<file path="src/rtl/usart_pkg.sv">
// Shared USART definitions: FSM encodings, frame geometry and bit-period helpers.
// The first four state codes are common to the transmitter and receiver.
package usart_pkg;

    localparam int          USART_DATA_BITS = 8;
    localparam logic [11:0] USART_MIN_CPB   = 12'd4;

    typedef enum logic [2:0] {
        IDLE       = 3'd0,
        START_BIT  = 3'd1,
        DATA_BIT   = 3'd2,
        STOP_BIT   = 3'd3,
        BREAK_WAIT = 3'd4
    } usart_state_t;

    function automatic logic [11:0] half_wait_end(input logic [11:0] cpb);
        return (cpb >> 1) - 12'd1;
    endfunction

    function automatic logic [11:0] full_wait_end(input logic [11:0] cpb);
        return cpb - 12'd1;
    endfunction

endpackage

</file>
<file path="src/rtl/usart_sync.sv">
// N-stage synchroniser for an asynchronous serial line; resets to 1 (idle line).
// Latency: STAGES cycles; backpressure: none, free-running.
module usart_sync #(
    parameter int STAGES = 2
) (
    input  logic comm_clock,
    input  logic reset,
    input  logic raw,
    output logic synced
);

    logic [STAGES-1:0] sync_q;

    always_ff @(posedge comm_clock or posedge reset) begin
        if (reset) begin
            sync_q <= '1;
        end else begin
            sync_q <= {sync_q[STAGES-2:0], raw};
        end
    end

    assign synced = sync_q[STAGES-1];

endmodule

</file>
<file path="src/rtl/usart_rx.sv">
// 8N1 serial receiver, LSB first, bit period set by clocks_per_bit; byte out via valid/ready.
// Latency: ~9.5 bit periods plus sync delay from start edge; backpressure: unconsumed byte blocks, later frames raise overrun.
module usart_rx
    import usart_pkg::*;
#(
    parameter int SYNC_STAGES = 2
) (
    input  logic        comm_clock,
    input  logic        reset,
    input  logic [11:0] clocks_per_bit,
    input  logic        rx_pin,
    output logic [7:0]  data_out,
    output logic        valid,
    input  logic        ready,
    output logic        busy,
    output logic        framing_error,
    output logic        overrun
);

    logic                   rx_s;
    usart_state_t           state;
    logic [11:0]            cnt;
    logic [2:0]             bit_idx;
    logic [7:0]             shreg;
    logic [SYNC_STAGES-1:0] prime_q;
    logic                   armed;
    logic                   half_end;
    logic                   full_end;

    usart_sync #(
        .STAGES (SYNC_STAGES)
    ) u_sync (
        .comm_clock (comm_clock),
        .reset      (reset),
        .raw        (rx_pin),
        .synced     (rx_s)
    );

    assign half_end = (cnt == half_wait_end(clocks_per_bit));
    assign full_end = (cnt == full_wait_end(clocks_per_bit));
    assign busy     = (state != IDLE);

    // prime_q marks when the synchroniser holds a real line sample rather than its reset value
    always_ff @(posedge comm_clock or posedge reset) begin
        if (reset) begin
            prime_q <= '0;
        end else begin
            prime_q <= {prime_q[SYNC_STAGES-2:0], 1'b1};
        end
    end

    always_ff @(posedge comm_clock or posedge reset) begin
        if (reset) begin
            state         <= IDLE;
            cnt           <= '0;
            bit_idx       <= '0;
            shreg         <= '0;
            data_out      <= '0;
            valid         <= 1'b0;
            framing_error <= 1'b0;
            overrun       <= 1'b0;
            armed         <= 1'b0;
        end else begin
            framing_error <= 1'b0;
            overrun       <= 1'b0;
            if (valid && ready) begin
                valid <= 1'b0;
            end

            case (state)
                IDLE: begin
                    cnt <= '0;
                    // first real sample after reset: a low line is a break, not a start
                    if (!armed) begin
                        if (prime_q[SYNC_STAGES-1]) begin
                            armed <= 1'b1;
                            if (!rx_s) begin
                                state <= BREAK_WAIT;
                            end
                        end
                    end else if (clocks_per_bit >= USART_MIN_CPB && !rx_s) begin
                        state <= START_BIT;
                    end
                end

                START_BIT: begin
                    if (half_end) begin
                        cnt <= '0;
                        if (!rx_s) begin
                            state   <= DATA_BIT;
                            bit_idx <= '0;
                        end else begin
                            state <= IDLE;
                        end
                    end else begin
                        cnt <= cnt + 12'd1;
                    end
                end

                DATA_BIT: begin
                    if (full_end) begin
                        cnt            <= '0;
                        shreg[bit_idx] <= rx_s;
                        if (bit_idx == 3'(USART_DATA_BITS - 1)) begin
                            state <= STOP_BIT;
                        end else begin
                            bit_idx <= bit_idx + 3'd1;
                        end
                    end else begin
                        cnt <= cnt + 12'd1;
                    end
                end

                STOP_BIT: begin
                    if (full_end) begin
                        cnt <= '0;
                        if (rx_s) begin
                            // a same-edge handshake frees the slot, so the new byte lands
                            if (!valid || ready) begin
                                data_out <= shreg;
                                valid    <= 1'b1;
                            end else begin
                                overrun <= 1'b1;
                            end
                            state <= IDLE;
                        end else begin
                            framing_error <= 1'b1;
                            state         <= BREAK_WAIT;
                        end
                    end else begin
                        cnt <= cnt + 12'd1;
                    end
                end

                BREAK_WAIT: begin
                    cnt <= '0;
                    if (rx_s) begin
                        state <= IDLE;
                    end
                end

                default: state <= IDLE;
            endcase
        end
    end

endmodule

</file>
<file path="config.mk">
export PLATFORM = sky130hd
export DESIGN_NAME = usart_rx
export DESIGN_NICKNAME = d
export VERILOG_FILES = /design/src/rtl/usart_pkg.sv /design/src/rtl/usart_sync.sv /design/src/rtl/usart_rx.sv
export SDC_FILE = /design/constraint.sdc
export NUM_CORES = 1
export LEC_CHECK = 0
export ABC_AREA = 1
export CAP_MARGIN = 10
export CELL_PAD_IN_SITES_DETAIL_PLACEMENT = 1
export CELL_PAD_IN_SITES_GLOBAL_PLACEMENT = 1
export CORE_MARGIN = 3
export CORE_UTILIZATION = 41
export DETAILED_ROUTE_END_ITERATION = 6
export PLACE_DENSITY = 0.83
export SYNTH_ARGS = -nofsm -noshare
export SYNTH_HDL_FRONTEND = slang
export SYNTH_HIERARCHICAL = 1
export SYNTH_SLANG_ARGS = --single-unit
</file>
<file path="constraint.sdc">
create_clock -name comm_clock -period 2.2 [get_ports comm_clock]
set_input_delay 0.22 -clock comm_clock [delete_from_list [all_inputs] [get_ports comm_clock]]
set_output_delay 0.22 -clock comm_clock [all_outputs]
set_load 0.01 [all_outputs]
</file>
==> out/qor.txt, run 1 <==
Most frequent cells in the layout: sky130_fd_sc_hd__nand2_1 (156), sky130_fd_sc_hd__inv_1 (74), sky130_fd_sc_hd__nor2_1 (51)
Inserted Diodes: 0
Synthesized instance count: 491
Post-synthesis net count: 512
Outcome: completed
1st-pass router iterations: 4
Chip height: 94.0 um
Clock tree sinks: 42
Vias per inst: 5.13
CTS Hold Buffers Added: 0
Root buffer cell: sky130_fd_sc_hd__clkbuf_8
Via count of the first global-routing pass: 3514
Asr flop ratio synth: 100%
Die outline width: 94.0 um
WL per Instance: 16.4 um
Area enclosed by the die boundary: 8830 um2
Fin Clk Skew: 0.0166 ns
Distinct cells, synth: 33
Average instance area after synthesis: 6.46 um2
Half-perimeter wire length after placement: 7840 um
Area share of the largest cell type after synthesis: 31.6%
Gp weighted congestion: 0.954
Number of DRC markers in iteration 0: 247
Type of element launching the critical path: input pin
Biggest fanout along the worst timing path: 5
Total number of vias: 3353
Maximum number of pins on one net before global-route repair: 41
Inserted Clock Buffers: 5
Hold WC Path Type: input pin to async pin
Portion of the clock cycle consumed by the worst path in the final layout: 95.1%
Post-synthesis xor/xnor area fraction: 7.18%
Cell area reported after detailed placement: 3760 um2
Number of enable-type register cells in the synthesized netlist: 0
Critical path endpoint category: flop
Clock latency reported for the late side of the worst-skew pair: 0.32 ns
Area grow syn2layout: 28.1%
Critical path required time: 2.40 ns
Syn. warnings: 6
Initial cell density of the core: 43.0%
DR DRC count: 0
Reported leakage power: 2.23 nW
Compound-cell area share of the yosys netlist: 2.49%
Power density cells: 621 nW/um2
Congestion Overflow GR: 0
Commonest non-fill, non-tap cell in the layout: sky130_fd_sc_hd__nand2_1
Layout cells sized above 1: 18.4%
Global-route wire length before repair: 17100 um
Antenna Violating Nets Remaining: 0
Std cell rows: 31
Total negative setup slack: 0 ns
Longest Clk Path Bufs: 2
H-tree levels: 2
Finished layout cell area: 4060 um2
Sequential area share after synthesis: 33.2%
Data arrival at the endpoint of the critical path: 2.30 ns
Max Slew Vio Count: 0
Maximum operating frequency: 0.478 GHz
Synth area leader: sky130_fd_sc_hd__dfrtp_1
Slew at the pin with the worst max-slew slack: 0.526 ns
IR Drop Worst-Case VDD: 0.000438 V
Slew headroom: 65.0%
Number of hold-slack violations in the final timing report: 0
Input/output buffers: 27
Tmin final: 2.09 ns
Antenna violations before repair: 0
TritonCTS clock tree: built
Dominant combinational cell family by area after synthesis: simple AND/OR/NAND/NOR gates
Synthesized cell area: 3170 um2
Clock-pin slew on the worst setup and hold paths: 0.08 ns
Type of the setup path with the least slack: input pin to flop
Top flip-flop cell by instance count after synthesis: sky130_fd_sc_hd__dfrtp_1
Total number of nets in the final design: 575
Total wire length after detailed routing: 10800 um
Multiplexer fraction of the synthesized cell area: 0%
Overall fraction of global-route tracks in use: 24.6%
Count of maximum capacitance violations: 0
Count of final setup violators: 0
Core Area: 7370 um2
Simple-Gate Fraction of Synth Area: 43.6%
Most area-consuming cells after synthesis: sky130_fd_sc_hd__dfrtp_1 (32%), sky130_fd_sc_hd__nand2_1 (20%), sky130_fd_sc_hd__inv_1 (9.3%), sky130_fd_sc_hd__nor2_1 (7.5%), sky130_fd_sc_hd__nand3_1 (6.3%)
Area share of fa/ha/maj cells after synthesis: 1.97%
Number of ports placed on the die boundary: 28
Count of state elements after synthesis: 42
[synthesized netlist by cell type (4+ instances only)]
cell                       number
sky130_fd_sc_hd__nand3b_1       4
sky130_fd_sc_hd__nand3_1       40
sky130_fd_sc_hd__inv_1         79
sky130_fd_sc_hd__nand2_1      166
sky130_fd_sc_hd__nor2_1        63
sky130_fd_sc_hd__nor2_2         5
sky130_fd_sc_hd__nor3_1         6
sky130_fd_sc_hd__o21ai_0        5
sky130_fd_sc_hd__nand2_2        5
sky130_fd_sc_hd__xnor2_1       10
sky130_fd_sc_hd__ha_1           5
sky130_fd_sc_hd__xor2_1        16
sky130_fd_sc_hd__nand4_1       12
sky130_fd_sc_hd__dfrtp_1       40
sky130_fd_sc_hd__nor2_4         4
[what timing repair did]
action,in CTS,in global routing
pin swaps,4,11
buffers inserted,3,1
resized for setup,4,50
setup endpoints to repair,30,35
cloned,1,1
[layer usage]
metal | part of all wire, % | track usage [%]
met1 | 45 | 34.0
met2 | 48 | 39.9
met3 | 5.2 | 3.13
met4 | 2.1 | 7.82
met5 | 0 | 0
[path summary, 6_finish.rpt]
kind | slack [ns] | depth (start not counted) | endpoint | startpoint
max | 0.11 | 13 | cnt[10] | clocks_per_bit[8]
min | 0.25 | 2 | u_sync/sync_q[1] | reset
max reg2reg | 0.11 | 12 | cnt[10] | cnt[3]
min reg2reg | 0.36 | 0 | prime_q[1] | prime_q[0]
max in group asynchronous | 1.46 | 3 | cnt[6] | reset
min in group comm_clock | 0.31 | 1 | u_sync/sync_q[0] | rx_pin
[flip-flops by register name, summed over array words and instances, names as in the netlist]
| register | flops |
|---|---|
| cnt | 12 |
| data_out | 8 |
| shreg | 8 |
| bit_idx | 3 |
| state | 3 |
| prime_q | 2 |
| u_sync/sync_q | 2 |
| armed | 1 |
| framing_error | 1 |
| overrun | 1 |
| valid | 1 |
[stage by stage]
stage / util [%] / power, mW / setup WS, ns / cells / hold slack [ns]
floorplan: - / 1.51 / 0.461 / 491 / 0.132
finish: 55.1 / 2.52 / 0.107 / 654 / 0.252
global placement: 51.0 / 1.76 / -0.295 / 640 / 0.343
global route: 55.1 / 2.69 / -0.0367 / 654 / 0.275
detailed placement: 51.0 / 1.81 / -0.413 / 640 / 0.339
CTS: 52.9 / 2.36 / 0.0141 / 652 / 0.261
[final cells by class]
class | count | area, um2
clock inverters | 3 | 23.8
flip-flops and latches | 42 | 1050
clock buffers | 5 | 68.8
inverters | 81 | 309
multi-input cells | 361 | 1910
repair buffers | 63 | 573
fillers | 1024 | 3310
well taps | 99 | 124
[worst max-delay path, cell delays in order]
cell and delay (ns):
sky130_fd_sc_hd__clkdlybuf4s50_1 0.57, sky130_fd_sc_hd__nor2_2 0.30, sky130_fd_sc_hd__nand2_1 0.08, sky130_fd_sc_hd__nor2_1 0.15, sky130_fd_sc_hd__nand2_1 0.08, sky130_fd_sc_hd__nand2_1 0.06
sky130_fd_sc_hd__nand2_1 0.08, sky130_fd_sc_hd__inv_1 0.07, sky130_fd_sc_hd__nand3_2 0.11, sky130_fd_sc_hd__o21ai_4 0.27, sky130_fd_sc_hd__nand3_4 0.17, sky130_fd_sc_hd__nand2_2 0.11
sky130_fd_sc_hd__inv_1 0.04
[where the power goes]
part | internal, mW | switching [mW]
logic | 0.366 | 0.702
clock network | 0.227 | 0.311
registers | 0.831 | 0.0839
[kinds of logic (layout without fill, tap and decap cells)]
family,Yosys count,after routing
AO/OA/AOI/OAI,14,14
XOR/XNOR,26,26
adder cells (fa/ha/maj),5,5
buffers and inverters,90,152
flip-flops,42,42
other,1,1
AND/OR/NAND/NOR,313,315
(Power assumes the default switching activity.)
==> run 2, diff against run 1 <==
Settings changed: ABC_AREA 1 to 0, CORE_UTILIZATION 41 to 35, PLACE_DENSITY 0.83 to 0.68.
==> out/qor.txt, run 2 <==
Outcome: finished, violations left
Failing checks: negative setup slack
Most area-consuming cells after synthesis: sky130_fd_sc_hd__dfrtp_1 (34%), sky130_fd_sc_hd__mux2_1 (5.0%), sky130_fd_sc_hd__xnor2_1 (4.5%), sky130_fd_sc_hd__xor2_1 (4.2%), sky130_fd_sc_hd__nor2_1 (3.2%)
Clock latency reported for the late side of the worst-skew pair: 0.32 ns
Worst Path Buf+Inv: 4
Antenna Violating Nets Remaining: 0
1st-pass router iterations: 4
Portion of the clock cycle consumed by the worst path in the final layout: 121%
Most common cell type on the critical path: sky130_fd_sc_hd__buf_12
Slew at the pin with the worst max-slew slack: 0.568 ns
Data arrival at the endpoint of the critical path: 2.88 ns
CTS Hold Buffers Added: 0
Synthesized instance count: 310
Maximum number of pins on one net before global-route repair: 41
Total number of nets in the final design: 413
Share of the core filled with cells: 55.5%
Initial cell density of the core: 36.9%
WL per Instance: 19.3 um
Slew headroom: 62.0%
Post-synthesis xor/xnor area fraction: 9.54%
Internal power contribution: 1.78 mW
Half-perimeter wire length after placement: 6690 um
Count of state elements after synthesis: 42
Slowest CP cell: sky130_fd_sc_hd__or4_4
Cells traversed along the worst timing path: buf_8 > inv_8 > ha_4 > or4b_4 > or4_4 > o32ai_4 > a31oi_4 > a211oi_4 > buf_12 > buf_12 > nand4_1 > mux2_4
Commonest non-fill, non-tap cell in the layout: sky130_fd_sc_hd__buf_4
Power dissipated by switching net loads: 1.27 mW
Via count of the first global-routing pass: 3058
Synth area leader: sky130_fd_sc_hd__dfrtp_1
Overall fraction of global-route tracks in use: 20.2%
Clock Power Share: 18.0%
Unrepaired setup endpoints after global routing: yes
Number of ports placed on the die boundary: 28
Dominant combinational cell family by area after synthesis: simple AND/OR/NAND/NOR gates
Compound-cell area share of the yosys netlist: 15.5%
Chip height: 97.2 um
Std cell rows: 32
Inserted Clock Buffers: 5
Number of hold-slack violations in the final timing report: 0
Root buffer cell: sky130_fd_sc_hd__clkbuf_8
Fraction of power consumed by sequential logic: 34.7%
H-tree levels: 2
Area enclosed by the die boundary: 9450 um2
Die outline width: 97.2 um
Logic pwr share: 47.3%
Number of DRC markers in iteration 0: 81
Dominant cell by count in the synthesized netlist: sky130_fd_sc_hd__dfrtp_1
Gp weighted congestion: 0.830
Count of maximum capacitance violations: 0
TritonCTS clock tree: built
Inserted Diodes: 0
Family with the most delay on the worst path: simple AND/OR/NAND/NOR gates
Number of enable-type register cells in the synthesized netlist: 0
Max Slew Vio Count: 0
Power density cells: 697 nW/um2
Vias per inst: 5.49
Overall Power: 3.05 mW
Total number of vias: 2720
Input/output buffers: 27
Fin Clk Skew: 0.0152 ns
Longest Clk Path Bufs: 2
Syn. warnings: 6
Core Area: 7890 um2
CP max stage delay: 0.54 ns
Clock-pin slew on the worst setup and hold paths: 0.10 ns
Global-route wire length before repair: 15700 um
Congestion Overflow GR: 0
Multiplexer fraction of the synthesized cell area: 6.53%
Sequential area share after synthesis: 36.2%
Most frequent cells in the layout: sky130_fd_sc_hd__buf_4 (51), sky130_fd_sc_hd__dfrtp_1 (40), sky130_fd_sc_hd__nor2_1 (22)
Top flip-flop cell by instance count after synthesis: sky130_fd_sc_hd__dfrtp_1
Antenna violations before repair: 0
Type of element launching the critical path: input pin
Asr flop ratio synth: 100%
Simple-Gate Fraction of Synth Area: 24.3%
Worst hold-check slack: 0.256 ns
Maximum operating frequency: 0.375 GHz
Flip-flop count of the largest register after layout: 12
Synthesized cell area: 2910 um2
Total wire length after detailed routing: 9570 um
Worst setup slack after layout: -0.468 ns
Distinct cells, synth: 69
Count of final setup violators: 37
DR DRC count: 0
Reported leakage power: 1.85 nW
Tmin final: 2.67 ns
Biggest fanout along the worst timing path: 5
Area share of fa/ha/maj cells after synthesis: 2.15%
Register bank with the most flops: cnt
Area share of the largest cell type after synthesis: 34.4%
Registers with the most flip-flops: cnt (12), data_out (8), shreg (8)
Critical path endpoint category: flop
IR Drop Worst-Case VDD: 0.000436 V
Post-synthesis net count: 331
Hold WC Path Type: input pin to async pin
Switch share: 41.7%
Area grow syn2layout: 50.4%
Clock tree sinks: 42
Type of the setup path with the least slack: input pin to flop
Critical path required time: 2.41 ns
Leading post-synthesis cells by instance count: sky130_fd_sc_hd__dfrtp_1 (40), sky130_fd_sc_hd__nor2_1 (25), sky130_fd_sc_hd__nand2_1 (17)
Average instance area after synthesis: 9.39 um2
Layout cells sized above 1: 40.5%
run 2: cell types whose count changed in the layout (fill, tap and decap cells not counted), moves of 5 or more:
| cell | change |
|---|---|
| sky130_fd_sc_hd__mux2_4 | +14 |
| sky130_fd_sc_hd__nor2_2 | -15 |
| sky130_fd_sc_hd__nand2_2 | -11 |
| sky130_fd_sc_hd__buf_4 | +16 |
| sky130_fd_sc_hd__nand2_1 | -140 |
| sky130_fd_sc_hd__nand2b_1 | +9 |
| sky130_fd_sc_hd__inv_1 | -64 |
| sky130_fd_sc_hd__inv_2 | -5 |
| sky130_fd_sc_hd__nor3_4 | +6 |
| sky130_fd_sc_hd__nand3_1 | -32 |
| sky130_fd_sc_hd__buf_6 | +18 |
| sky130_fd_sc_hd__nor2_1 | -29 |
| sky130_fd_sc_hd__dlymetal6s2s_1 | -8 |
run 2: through the flow:
stage / setup WS, ns / cells / setup TNS, ns / cell area, um2
2_1_floorplan: -0.611 / 310 / -19.10 / 3060
3_3_place_gp: -1.10 / 475 / -38.33 / 3800
3_5_place_dp: -1.20 / 475 / -41.12 / 3800
4_1_cts: -0.476 / 493 / -15.55 / 4160
6_report: -0.468 / 495 / -14.42 / 4380
5_1_grt: -0.535 / 495 / -16.89 / 4380
run 2: final cells by class:
| class | instances | area [um2] |
|---|---|---|
| sequential | 42 | 1050 |
| clock inverter | 3 | 26.3 |
| fill | 862 | 3510 |
| multi-input combinational | 232 | 2130 |
| inverter | 12 | 55.1 |
| tap | 102 | 128 |
| timing repair buffer | 99 | 921 |
| clock buffer | 5 | 68.8 |
run 2: power by group through the flow:
stage / clock network, mW / logic (mW) / registers [mW]
CTS: 0.565 / 1.33 / 1.04
finish: 0.549 / 1.44 / 1.06
global route: 0.604 / 1.57 / 1.09
global placement: 0 / 1.19 / 1.05
floorplan: 0 / 0.851 / 0.988
detailed placement: 0 / 1.22 / 1.06
run 2: repair_timing:
item	in CTS	in global routing
buffers inserted	9	5
gates resized for setup	76	41
gates cloned	1	0
pin swaps	20	20
endpoints found under the setup margin	37	37
run 2: path summary, 6_finish.rpt:
check | from | to | slack [ns] | cells after the start
min in group comm_clock | rx_pin | u_sync/sync_q[0] | 0.31 | 1
max reg2reg | cnt[3] | shreg[7] | -0.31 | 9
min reg2reg | u_sync/sync_q[0] | u_sync/sync_q[1] | 0.36 | 0
max in group asynchronous | reset | cnt[2] | 1.48 | 3
max | clocks_per_bit[1] | shreg[7] | -0.47 | 12
min | reset | u_sync/sync_q[0] | 0.26 | 2
run 2: cells by family (layout without fill, tap and decap cells):
family / Yosys count / after routing
simple gates: 122 / 122
flops: 42 / 42
fa+ha+maj: 5 / 5
other cells: 1 / 1
buf+inv: 36 / 119
mux: 17 / 17
xor+xnor: 30 / 30
compound gates: 57 / 57
run 2: metal layers:
layer	global-route usage (%)	vias up	part of all wire, %
li1	-	1278	-
met1	25.1	1364	42
met5	0	-	0
met3	3.45	19	3.5
met2	35.1	59	52
met4	7.24	0	2.8
==> run 3, diff against run 2 <==
Settings changed: RECOVER_POWER set to 25.
==> out/qor.txt, run 3 (synthesized netlist as in run 2, its figures left out) <==
Initial cell density of the core: 36.9%
Worst reg2reg path startpoint: cnt[3]
Total wire length after detailed routing: 9570 um
Total negative setup slack: -14.42 ns
Slew headroom: 32.3%
Share of the core filled with cells: 55.5%
Layout cells sized above 1: 40.5%
Clock latency reported for the late side of the worst-skew pair: 0.32 ns
Biggest fanout along the worst timing path: 5
Registers with the most flip-flops: cnt (12), data_out (8), shreg (8)
TritonCTS clock tree: built
Clock-pin slew on the worst setup and hold paths: 0.10 ns
Worst setup slack after layout: -0.468 ns
Type of the setup path with the least slack: input pin to flop
Commonest non-fill, non-tap cell in the layout: sky130_fd_sc_hd__buf_4
Number of hold-slack violations in the final timing report: 0
Critical path endpoint category: flop
Chip height: 97.2 um
Critical path required time: 2.41 ns
Global-route wire length before repair: 15700 um
Antenna Violating Nets Remaining: 0
Gp weighted congestion: 0.830
Std cell rows: 32
Unrepaired setup endpoints after global routing: yes
1st-pass router iterations: 4
Register bank with the most flops: cnt
Overall fraction of global-route tracks in use: 20.2%
Area enclosed by the die boundary: 9450 um2
Maximum number of pins on one net before global-route repair: 41
Congestion Overflow GR: 0
Most common cell type on the critical path: sky130_fd_sc_hd__buf_12
Register-to-register path setup slack: -0.31 ns
H-tree levels: 2
Core Area: 7890 um2
CTS Hold Buffers Added: 0
Non-filler instance count after layout: 495
Pre-CTS worst setup slack: -1.20 ns
Vias per inst: 5.49
Longest Clk Path Bufs: 2
Hold WC Path Type: flop to flop
Reported leakage power: 1.85 nW
Number of ports placed on the die boundary: 28
DR DRC count: 0
Input/output buffers: 27
Inserted Clock Buffers: 5
Root buffer cell: sky130_fd_sc_hd__clkbuf_8
Total number of nets in the final design: 413
IR Drop Worst-Case VDD: 0.000436 V
CP max stage delay: 0.54 ns
Inserted Diodes: 0
Area grow syn2layout: 50.3%
Total number of vias: 2720
Tmin final: 2.67 ns
Half-perimeter wire length after placement: 6690 um
Most frequent cells in the layout: sky130_fd_sc_hd__buf_4 (50), sky130_fd_sc_hd__dfrtp_1 (40), sky130_fd_sc_hd__nor2_1 (22)
Count of maximum capacitance violations: 0
Antenna violations before repair: 0
Data arrival at the endpoint of the critical path: 2.88 ns
Flip-flop count of the largest register after layout: 12
Via count of the first global-routing pass: 3058
Slowest CP cell: sky130_fd_sc_hd__or4_4
CP startpoint: clocks_per_bit[1]
Fin Clk Skew: 0.0152 ns
WL per Instance: 19.3 um
Power density cells: 697 nW/um2
Count of final setup violators: 37
Outcome: finished, violations left
Cells traversed along the worst timing path: buf_8 > inv_8 > ha_4 > or4b_4 > or4_4 > o32ai_4 > a31oi_4 > a211oi_4 > buf_12 > buf_12 > nand4_1 > mux2_4
Clock tree sinks: 42
Number of placed instances, taps included: 475
Portion of the clock cycle consumed by the worst path in the final layout: 121%
Slew at the pin with the worst max-slew slack: 1.02 ns
Max Slew Vio Count: 0
HP Start: u_sync/sync_q[0]
Type of element launching the critical path: input pin
Failing checks: negative setup slack
Maximum operating frequency: 0.375 GHz
Die outline width: 97.2 um
Number of DRC markers in iteration 0: 81
Fillers: 861
-- run 3: final timing paths --
path / end / cells after the start
worst max-delay path: shreg[7] / 12
worst min-delay path: u_sync/sync_q[1] / 0
worst max register to register: shreg[7] / 9
worst min register to register: u_sync/sync_q[1] / 0
max in group asynchronous: cnt[2] / 3
min in group asynchronous: u_sync/sync_q[0] / 2
-- run 3: what timing repair did --
| item | in CTS | in global routing |
|---|---|---|
| buffers inserted | 9 | 5 |
| gates cloned | 1 | 0 |
| endpoints found under the setup margin | 37 | 37 |
| pin swaps | 20 | 20 |
| resized for setup | 76 | 41 |
-- run 3: routing by layer --
metal / wire length, um / track usage [%] / vias to the layer above
met5: 0 / 0 / -
met1: 4030 / 25.1 / 1364
li1: - / - / 1278
met4: 265 / 7.24 / 0
met3: 334 / 3.45 / 19
met2: 4930 / 35.1 / 59
-- run 3: cell type report --
| cell class | instances | area (um2) | share of cell area, % |
|---|---|---|---|
| multi-input cells | 232 | 2130 | 48.6 |
| flip-flops and latches | 42 | 1050 | 24.1 |
| repair buffers | 99 | 918 | 21.0 |
| well taps | 102 | 128 | 2.92 |
| clock buffers | 5 | 68.8 | 1.57 |
| inverters | 12 | 55.1 | 1.26 |
| clock inverters | 3 | 26.3 | 0.600 |
-- run 3: where the power goes --
part,switching [mW],internal (mW),total [mW]
combinational,0.785,0.657,1.44
sequential,0.175,0.885,1.06
clock,0.313,0.236,0.549
-- run 3: stage by stage --
step	power, mW	instance area (um2)	hold WS (ns)
2_1_floorplan	1.84	3060	0.132
3_3_place_gp	2.24	3800	0.336
3_5_place_dp	2.28	3800	0.346
4_1_cts	2.94	4160	0.255
5_1_grt	3.26	4380	0.369
6_report	3.05	4380	0.360
-- run 3: critical path, delay by kind of cell --
kind | cells | cell delay, ns
AND/OR/NAND/NOR | 3 | 1.14
multiplexers | 1 | 0.34
buffers and inverters | 4 | 0.43
adder cells (fa/ha/maj) | 1 | 0.13
AO/OA/AOI/OAI | 3 | 0.60
